`src/rtl/sram_access_sequencer.sv`:
```
// Precharge / word-line access sequencer for a custom SRAM macro, one access in flight.
// Optional access statistics are built when SRAM_SEQ_STATS_EN is defined.
module sram_access_sequencer #(
  parameter int PRE_CYC = 2,
  parameter int RD_CYC  = 2,
  parameter int WR_CYC  = 2,
  parameter int CNT_W   = 4
) (
  input  logic        clk,
  input  logic        rst_n,
  input  logic        req_valid,
  output logic        req_ready,
  input  logic        req_we,
  input  logic [9:0]  req_word,
  input  logic [1:0]  req_byte,
  input  logic [7:0]  req_wdata,
  output logic        rsp_valid,
  input  logic        rsp_ready,
  output logic [7:0]  rsp_rdata,
  output logic [9:0]  sram_word_sel,
  output logic [1:0]  sram_byte_sel,
  output logic [7:0]  sram_din,
  input  logic [7:0]  sram_dout,
  output logic        sram_pre_b,
  output logic        sram_wl_en,
  output logic        sram_we,
  output logic        sram_re,
`ifdef SRAM_SEQ_STATS_EN
  output logic [15:0] stat_rd_cnt,
  output logic [15:0] stat_wr_cnt,
`endif
  output logic        busy
);

  typedef enum logic [1:0] {IDLE, PRE, ACC, DONE} state_t;

  localparam logic [CNT_W-1:0] PRE_LD = CNT_W'(PRE_CYC - 1);
  localparam logic [CNT_W-1:0] RD_LD  = CNT_W'(RD_CYC - 1);
  localparam logic [CNT_W-1:0] WR_LD  = CNT_W'(WR_CYC - 1);

  state_t           state_q, state_nx;
  logic [CNT_W-1:0] cnt_q, cnt_nx;
  logic             we_q;
  logic [7:0]       wdata_q;
  logic             accept;

  // Combinational from rsp_ready so a DONE cycle can accept back-to-back.
  assign req_ready = (state_q == IDLE) | ((state_q == DONE) & rsp_ready);
  assign accept    = req_valid & req_ready;
  assign busy      = (state_q != IDLE);

  always_comb begin
    state_nx = state_q;
    cnt_nx   = cnt_q;
    case (state_q)
      IDLE: begin
        if (accept) begin
          state_nx = PRE;
          cnt_nx   = PRE_LD;
        end
      end
      PRE: begin
        if (cnt_q == '0) begin
          state_nx = ACC;
          cnt_nx   = we_q ? WR_LD : RD_LD;
        end else begin
          cnt_nx = cnt_q - CNT_W'(1);
        end
      end
      ACC: begin
        if (cnt_q == '0) begin
          state_nx = DONE;
        end else begin
          cnt_nx = cnt_q - CNT_W'(1);
        end
      end
      DONE: begin
        if (rsp_ready) begin
          if (req_valid) begin
            state_nx = PRE;
            cnt_nx   = PRE_LD;
          end else begin
            state_nx = IDLE;
          end
        end
      end
      default: begin
        state_nx = IDLE;
        cnt_nx   = '0;
      end
    endcase
  end

  always_ff @(posedge clk or negedge rst_n) begin
    if (!rst_n) begin
      state_q <= IDLE;
      cnt_q   <= '0;
    end else begin
      state_q <= state_nx;
      cnt_q   <= cnt_nx;
    end
  end

  // Request capture: address and data hold until the next accept.
  always_ff @(posedge clk or negedge rst_n) begin
    if (!rst_n) begin
      we_q          <= 1'b0;
      wdata_q       <= 8'h00;
      sram_word_sel <= 10'h000;
      sram_byte_sel <= 2'b00;
    end else if (accept) begin
      we_q          <= req_we;
      wdata_q       <= req_wdata;
      sram_word_sel <= req_word;
      sram_byte_sel <= req_byte;
    end
  end

  // Macro controls decode the next state so they are glitch-free flops.
  always_ff @(posedge clk or negedge rst_n) begin
    if (!rst_n) begin
      sram_pre_b <= 1'b1;
      sram_wl_en <= 1'b0;
      sram_we    <= 1'b0;
      sram_re    <= 1'b0;
      sram_din   <= 8'h00;
      rsp_valid  <= 1'b0;
    end else begin
      sram_pre_b <= (state_nx != PRE);
      sram_wl_en <= (state_nx == ACC);
      sram_we    <= (state_nx == ACC) & we_q;
      sram_re    <= (state_nx == ACC) & ~we_q;
      sram_din   <= ((state_nx == ACC) & we_q) ? wdata_q : 8'h00;
      rsp_valid  <= (state_nx == DONE);
    end
  end

  // Read data is sampled on the final read-enable cycle and held through DONE.
  always_ff @(posedge clk or negedge rst_n) begin
    if (!rst_n) begin
      rsp_rdata <= 8'h00;
    end else if ((state_q == ACC) && (cnt_q == '0) && !we_q) begin
      rsp_rdata <= sram_dout;
    end
  end

`ifdef SRAM_SEQ_STATS_EN
  function automatic logic [15:0] sat_inc(input logic [15:0] v);
    return (v == 16'hFFFF) ? v : v + 16'd1;
  endfunction

  always_ff @(posedge clk or negedge rst_n) begin
    if (!rst_n) begin
      stat_rd_cnt <= 16'h0000;
      stat_wr_cnt <= 16'h0000;
    end else if (accept) begin
      if (req_we) stat_wr_cnt <= sat_inc(stat_wr_cnt);
      else        stat_rd_cnt <= sat_inc(stat_rd_cnt);
    end
  end
`else
  // No statistics counters in this build.
`endif

endmodule
```
`config.mk`:
```
export PLATFORM = sky130hd
export DESIGN_NAME = sram_access_sequencer
export DESIGN_NICKNAME = d
export VERILOG_FILES = /design/src/rtl/sram_access_sequencer.sv
export SDC_FILE = /design/constraint.sdc
export NUM_CORES = 1
export LEC_CHECK = 0
export BUFFER_PORTS_ARGS = -buffer_cell sky130_fd_sc_hd__buf_4
export CELL_PAD_IN_SITES_DETAIL_PLACEMENT = 1
export CELL_PAD_IN_SITES_GLOBAL_PLACEMENT = 1
export CORE_MARGIN = 5
export CORE_UTILIZATION = 29
export CTS_BUF_LIST = sky130_fd_sc_hd__clkbuf_16
export CTS_CLUSTER_DIAMETER = 200
export DETAILED_ROUTE_END_ITERATION = 7
export GPL_TIMING_DRIVEN = 1
export PLACE_DENSITY = 0.63
export SLEW_MARGIN = 15
export SYNTH_ARGS = -nofsm -noshare
export SYNTH_HDL_FRONTEND = slang
export SYNTH_SLANG_ARGS = --single-unit
```
`constraint.sdc`:
```
create_clock -name clk -period 2.1 [get_ports clk]
set_input_delay 0.21 -clock clk [delete_from_list [all_inputs] [get_ports clk]]
set_output_delay 0.21 -clock clk [all_outputs]
set_load 0.02 [all_outputs]
```
# == Word-level counts from Yosys, hierarchy flattened ==
# Cells that the tools add are included.
# word_totals
reg_bits,48
in_bits,33
elab_cells,50
# op_classes
add_sub_neg,1
eq_ne,10
mux,13
n_bitwise,6
reduce_logical,7
# ops
cell,n
two-way mux 4 bit,5
one-hot mux 4 bit (4 select lines),1
== test 2 bit (second input constant),4
two-way mux 2 bit,4
two-way mux 8 bit,1
inequality test 2 bit (second input constant),4
one-hot mux 2 bit (4 select lines),1
AND 1 bit,4
zero test 4 bit,1
AND reduction 4 bit,1
subtractor 4 x 1 -> 4 bit (second input constant),1
== test 2 x 1 -> 1 bit (second input constant),1
logical AND 1 bit,2
zero test 2 bit,1
inequality test 2 x 1 -> 1 bit (second input constant),1
nonzero test 2 bit,1
zero test 1 bit,1
two-way mux 1 bit,1
NOT 1 bit,1
bitwise OR 1 bit,1

# == Logic depth before layout (Yosys ltp) ==
# Gate-level depths: netlist of run 1.
# logic_depth
word_depth,9
mapped_depth,7
ltp_nobuf,6

# == Least setup slack after synthesis of run 1 ==
# Ideal clock, no wire load.
# synth_timing
path_kind,flip-flop to flip-flop
start,register cnt_q[0]
end,register rsp_rdata[0]
setup_ns,0.125
arrival_ns,1.780
setup_slack_ns,0.195
path_stages_with_launch,6
n_path_buf,0
path_cell_list,dfrtp_1 > inv_1 > ha_1 > or3b_4 > nor3_2 > mux2_2
# synth_between
elab_chain_cells,3
# synth_rtl
element,line_no,text
start: declaration,42,"logic [CNT_W-1:0] cnt_q, cnt_nx;"
start signal: assignment,100,cnt_q <= cnt_nx;
zero test 4 bit,142,end else if ((state_q == ACC) && (cnt_q == '0) && !we_q) begin
logical AND 1 bit (2 in series),142,
end signal: assignment,143,rsp_rdata <= sram_dout;
end: declaration,19,"output logic [7:0] rsp_rdata,"
# Every way passes these cells.
# A chain may end at the register's enable or synchronous reset.

# == Worst setup path in the final report of run 1 ==
# layout_timing
start,register cnt_q[1]
end,register sram_din[1]
# layout_between
elab_chain_cells,6
elab_cells_between_ends,7
# layout_rtl
element,line_no,text
zero test 4 bit *,"63, 71",
"two-way mux 2 bit, on equally long branches","71, 63",
one-hot mux 2 bit (4 select lines) *,55,case (state_q)
== test 2 bit *,133,sram_din <= ((state_nx == ACC) & we_q) ? wdata_q : 8'h00;
AND 1 bit *,133,
two-way mux 8 bit *,133,
end signal: assignment,133,
end: declaration,22,"output logic [7:0] sram_din,"
# Every way passes the cells marked *; elsewhere a longest branch is shown, timed or not.

==> reports/qor.json, run 1 <==
{
  "status": {"value": "finished clean"},
  "number_of_flops_mapped_to_enable_cells_by_yosys": {"value": 0},
  "cp_max_fo": {"value": 7},
  "timing.reg2reg.setup_slack": {"value": 70, "unit": "ps"},
  "regToRegEndpoint": {"value": "sram_din[1]"},
  "post-route-drc-count": {"value": 0},
  "yosys_most_used_dff": {"value": "sky130_fd_sc_hd__dfrtp_1"},
  "final.period_utilization": {"value": 96.44, "unit": "%"},
  "place_inst": {"value": 313},
  "io_buffers": {"value": 67},
  "grt_max_degree": {"value": 49},
  "fp.dieH": {"value": 94.35, "unit": "µm"},
  "count_of_maximum_capacitance_violations": {"value": 0},
  "die_area": {"value": 8901, "unit": "µm²"},
  "antenna_violations_before_repair": {"value": 0},
  "cts_post_setup_buffers_inserted": {"value": 0},
  "hold_start": {"value": "req_word[0]"},
  "dominant_cell_type_by_area_after_synthesis": {"value": "sky130_fd_sc_hd__dfrtp_1"},
  "worst-r2r-cell-count": {"value": 7},
  "flow.area_growth_from_synthesis": {"value": 40.81, "unit": "%"},
  "arrival": {"value": 2200, "unit": "ps"},
  "finalMaxSlewViolations": {"value": 0},
  "tightest_slew_margin_relative_to_the_limit": {"value": 60.21, "unit": "%"},
  "antenna_cells": {"value": 0},
  "worstPathCellList": {"value": "inv_1 > ha_2 > or3b_4 > a221oi_2 > o22ai_2 > buf_6 > nor4b_1"},
  "endpoint_kind": {"value": "flip-flop"},
  "setup_viol": {"value": 0},
  "start_to_end_type_of_the_worst_setup_path": {"value": "reg2reg"},
  "p_total": {"value": 4.801, "unit": "mW"},
  "nets": {"value": 265},
  "avgViaCountPerCell": {"value": 4.528},
  "final_critical_delay_including_setup_and_external_delays": {"value": 2025, "unit": "ps"},
  "async_flop_share": {"value": 100.0, "unit": "%"},
  "area_after_dpl": {"value": 2730, "unit": "µm²"},
  "synth.most_common_cell": {"value": "sky130_fd_sc_hd__dfrtp_1"},
  "worst_setup_path_startpoint": {"value": "cnt_q[1]"},
  "worst_hold_path.endpoint": {"value": "sram_word_sel[0]"},
  "yosysWarningCount": {"value": 0},
  "tritoncts": {"value": "built"},
  "synth.ff_latch_count": {"value": 48},
  "worst-endpoint-required": {"value": 2280, "unit": "ps"},
  "clock_tree.htree_level_count": {"value": 2},
  "worstSetupStartpointType": {"value": "flip-flop"},
  "cts_inserted_buffers": {"value": 5},
  "post_synth_instance_area": {"value": 2063, "unit": "µm²"},
  "grt_overflow_total": {"value": 0},
  "top_level_ports": {"value": 68},
  "timing.hold.worst.class": {"value": "in2reg"},
  "synth.avg_cell_area": {"value": 14.13, "unit": "µm²"},
  "tightestPinTransition": {"value": 596.8, "unit": "ps"},
  "clk_path_buf_depth": {"value": 2},
  "die_w": {"value": 94.35, "unit": "µm"},
  "finish.instance_area": {"value": 2905, "unit": "µm²"},
  "initial_utilization": {"value": 30.04, "unit": "%"},
  "fp-row-count": {"value": 30},
  "yosys.cell_types.count": {"value": 34},
  "clockRootBuffer": {"value": "sky130_fd_sc_hd__clkbuf_16"},
  "seq_area_frac_synth": {"value": 58.28, "unit": "%"},
  "synth_fp_nets": {"value": 186},
  "detail-route-antenna-nets": {"value": 0},
  "total_leakage_power": {"value": 1.374, "unit": "nW"},
  "path_clk_slew": {"value": 60, "unit": "ps"},
  "grt_pass1_vias": {"value": 1566},
  "synth_top_area_share": {"value": 57.00, "unit": "%"},
  "finish.cell_count_without_fillers": {"value": 322},
  "routed_wirelength": {"value": 4802, "unit": "µm"},
  "grt.total_usage": {"value": 11.00, "unit": "%"},
  "post_synth_inst_count": {"value": 146},
  "clock.fmax": {"value": 493.8, "unit": "MHz"},
  "firstDrtPassIters": {"value": 3},
  "post_route_cells_drive_above_1_share": {"value": 55.75, "unit": "%"},
  "min_path_cells": {"value": 2},
  "hold_slack": {"value": 156.3, "unit": "ps"},
  "critPathMaxStageDelay": {"value": 410, "unit": "ps"},
  "first_iter_violations": {"value": 15},
  "peak_supply_drop": {"value": 0.6144, "unit": "mV"},
  "grt_pass1_wl": {"value": 7624, "unit": "µm"},
  "timing.rr.start": {"value": "cnt_q[1]"},
  "synth.top_cells.by_area": {"value": "sky130_fd_sc_hd__dfrtp_1, sky130_fd_sc_hd__mux2_2, sky130_fd_sc_hd__ha_1"},
  "gpl.final_weighted_congestion": {"value": 0.7574},
  "finClkSkew": {"value": 3.498, "unit": "ps"},
  "route.vias.total": {"value": 1458},
  "synth.top_cells.by_count": {"value": "sky130_fd_sc_hd__dfrtp_1, sky130_fd_sc_hd__mux2_2, sky130_fd_sc_hd__inv_1"},
  "critical_path.slowest_cell": {"value": "sky130_fd_sc_hd__or3b_4"},
  "wl_per_cell": {"value": 14.91, "unit": "µm"},
  "detailedPlacementHpwl": {"value": 3549, "unit": "µm"},
  "clock_insertion_delay_worst_skew": {"value": 280, "unit": "ps"},
  "clock_sink_count": {"value": 48},
  "core_area": {"value": 6869, "unit": "µm²"},
  "report.final.hold_viol_count": {"value": 0},
  "power_density": {"value": 1652, "unit": "nW/µm²"}
}
-- final cells by class --
class                      count  area, µm²
clock buffer                   5      125.1
clock inverter                 3      18.77
fill                         752       3964
inverter                       8      30.03
multi-input combinational     87      827.0
sequential                    48       1202
tap                           96      120.1
timing repair buffer          75      581.8
-- cell usage in the layout (no fill, tap or decap), drive strengths merged, types with 5 or more instances in the layout --
| cell type | instances |
|---|---|
| nor2 | 5 |
| clkbuf | 5 |
| ha | 7 |
| nor3 | 5 |
| nor4b | 8 |
| a21oi | 5 |
| inv | 8 |
| mux2 | 29 |
| dfrtp | 47 |
| buf | 74 |
-- where the power goes --
part / internal, mW / leakage, nW / total (mW) / switching, mW
sequential: 1.34 / 0.596 / 1.55 / 0.209
combinational: 1.16 / 0.714 / 2.49 / 1.33
clock: 0.436 / 0.0635 / 0.760 / 0.323
total: 2.94 / 1.37 / 4.80 / 1.86
-- what timing repair did --
action,4_1_cts,5_1_grt
hold buffers,1,0
hold endpoints to repair,47,0
endpoints found under the setup margin,1,9
pin swaps,0,2
gates resized for setup,1,4
cloned,0,0
-- routing by layer --
metal | part of all wire, % | GRT usage, % | vias to the layer above | wire [µm]
met5 | 0 | 0 | - | 0
met4 | 0.96 | 3.610 | 0 | 46
met3 | 5.9 | 4.382 | 4 | 285
met2 | 49 | 17.49 | 35 | 2366
met1 | 44 | 13.66 | 734 | 2103
li1 | - | - | 685 | -
-- logic make-up after synthesis --
group / synth area share [%]
DFF: 58.28
AOI/OAI and AO/OA: 6.852
adders and majority gates: 4.245
muxes: 15.83
buffers and inverters: 2.486
and+or+nand+nor: 12.31
-- per-stage QoR --
| stage | TNS [ps] | utilization, % | setup slack [ps] |
|---|---|---|---|
| 6_report | 0 | 42.30 | 74.84 |
| 4_1_cts | 0 | 42.08 | 13.61 |
| 3_5_place_dp | 0 | 39.75 | 47.46 |
| 2_1_floorplan | 0 | - | 195.0 |
| 3_3_place_gp | 0 | 39.75 | 89.70 |
| 5_1_grt | -3.925 | 42.30 | -3.925 |
-- critical path: cells and delay by family, from the launching register on --
family          cells  cell delay [ps]
buf+inv             2              260
simple gates        2              680
flops               1              390
fa+ha+maj           1              200
compound gates      2              410
-- sequential cells by signal, summed over array words and instances, names as in the netlist --
register	flops
wdata_q	8
rsp_valid	1
rsp_rdata	8
sram_pre_b	1
sram_re	1
we_q	1
sram_word_sel	10
sram_byte_sel	2
sram_din	8
sram_wl_en	1
state_q	2
cnt_q	4
sram_we	1
-- worst max path at each step --
stage	end	slack, ps	cells after the start
2_1_floorplan	rsp_rdata[0]	190	5
3_3_place_gp	sram_din[2]	90	7
3_5_place_dp	sram_din[7]	50	7
4_1_cts	sram_we	10	6
5_1_grt	sram_din[2]	-4	7
6_report	sram_din[1]	70	7
No activity file was read; power rests on OpenSTA's default activity.
==> run 2: changes to the inputs <==
GPL_ROUTABILITY_DRIVEN = 0   (was unset)
SLEW_MARGIN = 20   (was 15)
clock period = 1.95 ns   (was 2.1 ns; I/O delays follow)
==> reports/qor.json, run 2 (synthesized netlist as in run 1, its figures left out) <==
{
  "antenna_violations_before_repair": {"value": 0, "change": "unchanged"},
  "place_inst": {"value": 320, "change": "+2.2%"},
  "worstSetupStartpointType": {"value": "flip-flop"},
  "worst-r2r-cell-count": {"value": 7, "change": "unchanged"},
  "setup_viol": {"value": 0, "change": "unchanged"},
  "fp-row-count": {"value": 30, "change": "unchanged"},
  "wl_per_cell": {"value": 15.06, "unit": "µm", "change": "+1.0%"},
  "path_clk_slew": {"value": 60, "unit": "ps", "change": "about the same"},
  "first_iter_violations": {"value": 55, "change": "+40"},
  "routed_wirelength": {"value": 5046, "unit": "µm", "change": "+5.1%"},
  "p_total": {"value": 5.761, "unit": "mW", "change": "+20%"},
  "timing.rr.start": {"value": "cnt_q[0]"},
  "total_leakage_power": {"value": 1.480, "unit": "nW", "change": "+7.7%"},
  "grt.total_usage": {"value": 12.03, "unit": "%", "change": "+1.0 points"},
  "flow.area_growth_from_synthesis": {"value": 51.12, "unit": "%"},
  "die_w": {"value": 94.35, "unit": "µm", "change": "unchanged"},
  "finish.cell_count_without_fillers": {"value": 335, "change": "+4.0%"},
  "io_buffers": {"value": 67, "change": "unchanged"},
  "layout_common_cells": {"value": "sky130_fd_sc_hd__buf_4, sky130_fd_sc_hd__dfrtp_1, sky130_fd_sc_hd__mux2_2"},
  "critPathMaxStageDelay": {"value": 400, "unit": "ps", "change": "about the same"},
  "report.final.hold_viol_count": {"value": 0, "change": "unchanged"},
  "clockRootBuffer": {"value": "sky130_fd_sc_hd__clkbuf_16"},
  "detailedPlacementHpwl": {"value": 3653, "unit": "µm", "change": "+2.9%"},
  "min_path_cells": {"value": 2, "change": "unchanged"},
  "finish.instance_area": {"value": 3118, "unit": "µm²", "change": "+7.3%"},
  "post_route_cells_drive_above_1_share": {"value": 62.34, "unit": "%", "change": "+6.6 points"},
  "endpoint_kind": {"value": "flip-flop"},
  "multi_input_area": {"value": 910.9, "unit": "µm²", "change": "+10%"},
  "fp.dieH": {"value": 94.35, "unit": "µm", "change": "unchanged"},
  "seq_area": {"value": 1202, "unit": "µm²", "change": "unchanged"},
  "clock_insertion_delay_worst_skew": {"value": 290, "unit": "ps", "change": "about the same"},
  "clock_tree.htree_level_count": {"value": 2, "change": "unchanged"},
  "tightest_slew_margin_relative_to_the_limit": {"value": 60.93, "unit": "%", "change": "+0.71 points"},
  "count_of_maximum_capacitance_violations": {"value": 0, "change": "unchanged"},
  "final.period_utilization": {"value": 97.42, "unit": "%", "change": "+0.98 points"},
  "arrival": {"value": 2060, "unit": "ps", "change": "-140 ps"},
  "hold_start": {"value": "req_word[0]"},
  "grt_max_degree": {"value": 49, "change": "unchanged"},
  "grt_pass1_vias": {"value": 1651, "change": "+5.4%"},
  "cp_max_fo": {"value": 8, "change": "+1"},
  "regMostFlops": {"value": "sram_word_sel"},
  "top_level_ports": {"value": 68, "change": "unchanged"},
  "critical_path.slowest_cell": {"value": "sky130_fd_sc_hd__dfrtp_1"},
  "grt_pass1_wl": {"value": 8259, "unit": "µm", "change": "+8.3%"},
  "regToRegEndpoint": {"value": "rsp_rdata[6]"},
  "unrepaired_setup_endpoints_after_global_routing": {"value": "yes"},
  "core_area": {"value": 6869, "unit": "µm²", "change": "unchanged"},
  "die_area": {"value": 8901, "unit": "µm²", "change": "unchanged"},
  "clk_path_buf_depth": {"value": 2, "change": "unchanged"},
  "firstDrtPassIters": {"value": 4, "change": "+1"},
  "timing.reg2reg.setup_slack": {"value": 50, "unit": "ps", "change": "-20 ps"},
  "fillCellCount": {"value": 734, "change": "-2.4%"},
  "start_to_end_type_of_the_worst_setup_path": {"value": "reg2reg"},
  "tritoncts": {"value": "built"},
  "initial_utilization": {"value": 30.04, "unit": "%", "change": "unchanged"},
  "worst-endpoint-required": {"value": 2120, "unit": "ps", "change": "-160 ps"},
  "finalMaxSlewViolations": {"value": 0, "change": "unchanged"},
  "cts_inserted_buffers": {"value": 5, "change": "unchanged"},
  "route.vias.total": {"value": 1522, "change": "+4.4%"},
  "antenna_cells": {"value": 0, "change": "unchanged"},
  "status": {"value": "finished clean"},
  "final_common_cell": {"value": "sky130_fd_sc_hd__buf_4"},
  "clock.fmax": {"value": 526.4, "unit": "MHz", "change": "+6.6%"},
  "peak_supply_drop": {"value": 0.7323, "unit": "mV", "change": "+19%"},
  "timing.hold.worst.class": {"value": "in2reg"},
  "fin_util": {"value": 45.39, "unit": "%", "change": "+3.1 points"},
  "clock_sink_count": {"value": 48, "change": "unchanged"},
  "final_critical_delay_including_setup_and_external_delays": {"value": 1900, "unit": "ps", "change": "-125.5 ps"},
  "grt_overflow_total": {"value": 0, "change": "unchanged"},
  "power_density": {"value": 1848, "unit": "nW/µm²", "change": "+12%"},
  "hold_slack": {"value": 134.6, "unit": "ps", "change": "-21.74 ps"},
  "tightestPinTransition": {"value": 586.1, "unit": "ps", "change": "-10.72 ps"},
  "largest_register_ffs": {"value": 10, "change": "unchanged"},
  "worst_hold_path.endpoint": {"value": "sram_word_sel[0]"},
  "area_after_dpl": {"value": 2783, "unit": "µm²", "change": "+1.9%"},
  "post-route-drc-count": {"value": 0, "change": "unchanged"},
  "detail-route-antenna-nets": {"value": 0, "change": "unchanged"},
  "worstPathCellList": {"value": "inv_2 > ha_4 > or3b_4 > buf_4 > nor3_2 > buf_6 > mux2_2"},
  "nets": {"value": 278, "change": "+4.9%"},
  "finClkSkew": {"value": 6.334, "unit": "ps", "change": "+2.835 ps"},
  "avgViaCountPerCell": {"value": 4.543, "change": "+0.34%"}
}
run 2: final cells by class:
cell class	count	share of cell area (%)
flip-flops and latches	48	38.56
inverters	8	0.9631
clock buffers	5	4.013
clock inverters	3	1.364
well taps	96	3.852
multi-input cells	87	29.21
repair buffers	88	22.03
run 2: through the flow:
| step | worst slack [ps] | TNS, ps |
|---|---|---|
| floorplan | 44.98 | 0 |
| global placement | 19.39 | 0 |
| detailed placement | -93.91 | -156.3 |
| CTS | 4.778 | 0 |
| global route | -41.74 | -226.6 |
| finish | 50.38 | 0 |
run 2: worst max-delay path: cells and delay by family (launching register included):
family	cells	cell delay, ps
multiplexers	1	340
flip-flops	1	400
adder cells (fa/ha/maj)	1	140
buffers and inverters	3	400
AND/OR/NAND/NOR	2	500
run 2: where the power goes:
group | total, mW | switching (mW) | internal [mW]
Combinational | 3.10 | 1.59 | 1.51
Sequential | 1.69 | 0.244 | 1.44
Clock | 0.972 | 0.370 | 0.603
run 2: per-layer routing:
| metal | wire length [µm] | up-vias | share of wire (%) | global-route usage (%) |
|---|---|---|---|---|
| li1 | - | 711 | - | - |
| met5 | 0 | - | 0 | 0 |
| met3 | 307 | 6 | 6.1 | 4.462 |
| met2 | 2539 | 38 | 50 | 19.09 |
| met4 | 76 | 0 | 1.5 | 4.332 |
| met1 | 2122 | 767 | 42 | 15.02 |
run 2: repair_timing:
| item | 4_1_cts | 5_1_grt |
|---|---|---|
| endpoints found under the hold margin | 47 | 0 |
| buffers inserted | 2 | 4 |
| setup endpoints to repair | 14 | 21 |
| pin swaps | 3 | 11 |
| resized for setup | 6 | 18 |
| hold buffers | 1 | 0 |
run 2: how the worst max path moves through the flow:
stage / start / end / slack, ps
final: cnt_q[0] / rsp_rdata[6] / 50
after global routing: state_q[1] / sram_din[6] / -40
after CTS: cnt_q[1] / rsp_rdata[6] / 5
after detailed placement: cnt_q[1] / sram_din[2] / -90
after global placement: cnt_q[0] / sram_din[4] / 20
after floorplan: cnt_q[0] / rsp_rdata[0] / 40
==> run 3: changes to the inputs <==
clock period = 1.96 ns   (was 1.95 ns; I/O delays follow)
==> reports/qor.json, run 3 (synthesized netlist as in run 1, its figures left out) <==
{
  "pwr-share-comb": {"value": 53.7, "unit": "%", "change": "about the same"},
  "proportion_of_power_drawn_by_the_clock_network": {"value": 16.9, "unit": "%", "change": "about the same"},
  "seq_power_share": {"value": 29.4, "unit": "%", "change": "about the same"},
  "io_buffers": {"value": 67, "change": "unchanged"},
  "worstSetupStartpointType": {"value": "flip-flop"},
  "die_w": {"value": 94.35, "unit": "µm", "change": "unchanged"},
  "total_leakage_power": {"value": 1.475, "unit": "nW", "change": "-0.36%"},
  "clock_sink_count": {"value": 48, "change": "unchanged"},
  "fp.dieH": {"value": 94.35, "unit": "µm", "change": "unchanged"},
  "detailedPlacementHpwl": {"value": 3653, "unit": "µm", "change": "unchanged"},
  "initial_utilization": {"value": 30.04, "unit": "%", "change": "unchanged"},
  "avgViaCountPerCell": {"value": 4.557, "change": "+0.30%"},
  "antenna_violations_before_repair": {"value": 0, "change": "unchanged"},
  "layout_common_cells": {"value": "sky130_fd_sc_hd__buf_4, sky130_fd_sc_hd__dfrtp_1, sky130_fd_sc_hd__mux2_2"},
  "antenna_cells": {"value": 0, "change": "unchanged"},
  "worst-endpoint-required": {"value": 2130, "unit": "ps", "change": "about the same"},
  "setup_viol": {"value": 0, "change": "unchanged"},
  "wl_per_cell": {"value": 15.22, "unit": "µm", "change": "+1.0%"},
  "grt_pass1_vias": {"value": 1653, "change": "+0.12%"},
  "cp_max_fo": {"value": 8, "change": "unchanged"},
  "timing.hold.worst.class": {"value": "in2reg"},
  "final.period_utilization": {"value": 97.37, "unit": "%", "change": "about the same"},
  "top_level_ports": {"value": 68, "change": "unchanged"},
  "die_area": {"value": 8901, "unit": "µm²", "change": "unchanged"},
  "critPathMaxStageDelay": {"value": 400, "unit": "ps", "change": "about the same"},
  "power_density": {"value": 1840, "unit": "nW/µm²", "change": "-0.41%"},
  "final_critical_delay_including_setup_and_external_delays": {"value": 1908, "unit": "ps", "change": "+8.792 ps"},
  "regMostFlops": {"value": "sram_word_sel"},
  "clock_tree.htree_level_count": {"value": 2, "change": "unchanged"},
  "power_switching_share": {"value": 38.37, "unit": "%", "change": "+0.14 points"},
  "first_iter_violations": {"value": 63, "change": "+15%"},
  "nets": {"value": 277, "change": "-0.36%"},
  "report.final.hold_viol_count": {"value": 0, "change": "unchanged"},
  "fillCellCount": {"value": 727, "change": "-0.95%"},
  "post-route-drc-count": {"value": 0, "change": "unchanged"},
  "busiest_layer": {"value": "met2"},
  "finClkSkew": {"value": 7.359, "unit": "ps", "change": "+1.026 ps"},
  "grt_overflow_total": {"value": 0, "change": "unchanged"},
  "arrival": {"value": 2070, "unit": "ps", "change": "about the same"},
  "status": {"value": "finished clean"},
  "clk_path_buf_depth": {"value": 2, "change": "unchanged"},
  "endpoint_kind": {"value": "flip-flop"},
  "count_of_maximum_capacitance_violations": {"value": 0, "change": "unchanged"},
  "final_common_cell": {"value": "sky130_fd_sc_hd__buf_4"},
  "grt.total_usage": {"value": 12.01, "unit": "%", "change": "-0.017 points"},
  "clock_insertion_delay_worst_skew": {"value": 290, "unit": "ps", "change": "about the same"},
  "path_clk_slew": {"value": 70, "unit": "ps", "change": "about the same"},
  "firstDrtPassIters": {"value": 4, "change": "unchanged"},
  "p_total": {"value": 5.737, "unit": "mW", "change": "-0.41%"},
  "finalMaxSlewViolations": {"value": 0, "change": "unchanged"},
  "cts_inserted_buffers": {"value": 5, "change": "unchanged"},
  "path_common_cell": {"value": "sky130_fd_sc_hd__buf_4"},
  "p_int": {"value": 3.536, "unit": "mW", "change": "-0.63%"},
  "clockRootBuffer": {"value": "sky130_fd_sc_hd__clkbuf_16"},
  "fp-row-count": {"value": 30, "change": "unchanged"},
  "setup-tns-final": {"value": 0, "unit": "ps", "change": "unchanged"},
  "globalRouteMet2Util": {"value": 19.09, "unit": "%", "change": "unchanged"},
  "tritoncts": {"value": "built"},
  "post_route_cells_drive_above_1_share": {"value": 62.61, "unit": "%", "change": "+0.26 points"},
  "start_to_end_type_of_the_worst_setup_path": {"value": "reg2reg"},
  "clock.fmax": {"value": 524.0, "unit": "MHz", "change": "-0.46%"},
  "grt_max_degree": {"value": 49, "change": "unchanged"},
  "routed_wirelength": {"value": 5083, "unit": "µm", "change": "+0.73%"},
  "critical_path.slowest_cell": {"value": "sky130_fd_sc_hd__dfrtp_1"},
  "detail-route-antenna-nets": {"value": 0, "change": "unchanged"},
  "grt_pass1_wl": {"value": 8245, "unit": "µm", "change": "-0.17%"},
  "route.vias.total": {"value": 1522, "change": "unchanged"},
  "flow.area_growth_from_synthesis": {"value": 51.12, "unit": "%", "change": "unchanged"},
  "groute.layer.met3.usage": {"value": 4.462, "unit": "%", "change": "unchanged"},
  "largest_register_ffs": {"value": 10, "change": "unchanged"},
  "tightest_slew_margin_relative_to_the_limit": {"value": 60.89, "unit": "%", "change": "about the same"},
  "tightestPinTransition": {"value": 586.6, "unit": "ps", "change": "+0.5299 ps"},
  "grt.met1_usage": {"value": 14.96, "unit": "%", "change": "-0.050 points"},
  "worstPathCellList": {"value": "inv_2 > ha_4 > or3b_4 > buf_4 > nor3_2 > buf_4 > mux2_2"},
  "core_area": {"value": 6869, "unit": "µm²", "change": "unchanged"},
  "total_switching_power": {"value": 2.202, "unit": "mW", "change": "about the same"},
  "peak_supply_drop": {"value": 0.7331, "unit": "mV", "change": "+0.10%"}
}
==> run 3: cell types whose count changed in the layout (fill, tap and decap cells not counted), sizes merged <==
cell  change
buf       -1
==> run 3: per-stage QoR <==
step	hold WS, ps	setup slack (ps)	cell area (µm²)	util [%]	instances
floorplan	-99.59	54.98	2063	-	146
global placement	260.2	29.39	2783	40.51	320
detailed placement	252.1	-83.91	2783	40.51	320
CTS	129.4	9.571	2990	43.53	331
global route	123.3	-54.68	3118	45.39	334
finish	133.6	51.59	3118	45.39	334
==> run 3: power by group through the flow <==
stage	Clock (mW)	Sequential (mW)	Combinational (mW)
6_report	0.971	1.69	3.08
5_1_grt	1.04	1.75	3.34
4_1_cts	0.991	1.67	2.82
3_5_place_dp	0	1.68	2.74
3_3_place_gp	0	1.67	2.72
2_1_floorplan	0	1.99	1.30
==> run 3: path summary, 6_finish.rpt <==
kind / startpoint / slack (ps) / cells past startpoint / to
worst max register to register: cnt_q[0] / 50 / 7 / rsp_rdata[6]
max in group asynchronous: rst_n / 1090 / 2 / state_q[0]
worst min-delay path: req_wdata[3] / 130 / 2 / wdata_q[3]
worst min register to register: wdata_q[0] / 500 / 1 / wdata_q[0]
worst max-delay path: cnt_q[0] / 50 / 7 / rsp_rdata[6]
min in group asynchronous: rst_n / 450 / 2 / sram_word_sel[2]
==> run 3: what timing repair did <==
| action | 4_1_cts | 5_1_grt |
|---|---|---|
| resized for setup | 3 | 22 |
| setup buffers | 2 | 3 |
| setup endpoints to repair | 10 | 21 |
| endpoints found under the hold margin | 47 | 0 |
| hold buffers | 1 | 0 |
| pin swaps | 3 | 11 |
==> run 3: per-layer routing <==
layer | wire length (µm) | part of all wire, %
met2 | 2564 | 50
met3 | 326 | 6.4
met4 | 76 | 1.5
met5 | 0 | 0
met1 | 2115 | 42
==> run 3: area by class of cell <==
class,count,area (µm²),share of cell area [%]
inverters,8,30.03,0.9631
flip-flops and latches,48,1204,38.60
clock inverters,3,42.54,1.364
well taps,96,120.1,3.852
multi-input cells,87,920.9,29.53
clock buffers,5,125.1,4.013
repair buffers,87,675.6,21.67
==> run 3: worst max-delay path: cells and delay by family (launching register included) <==
family        cells  cell delay [ps]
simple gates      2              480
buf+inv           3              430
flops             1              400
mux               1              350
fa+ha+maj         1              140
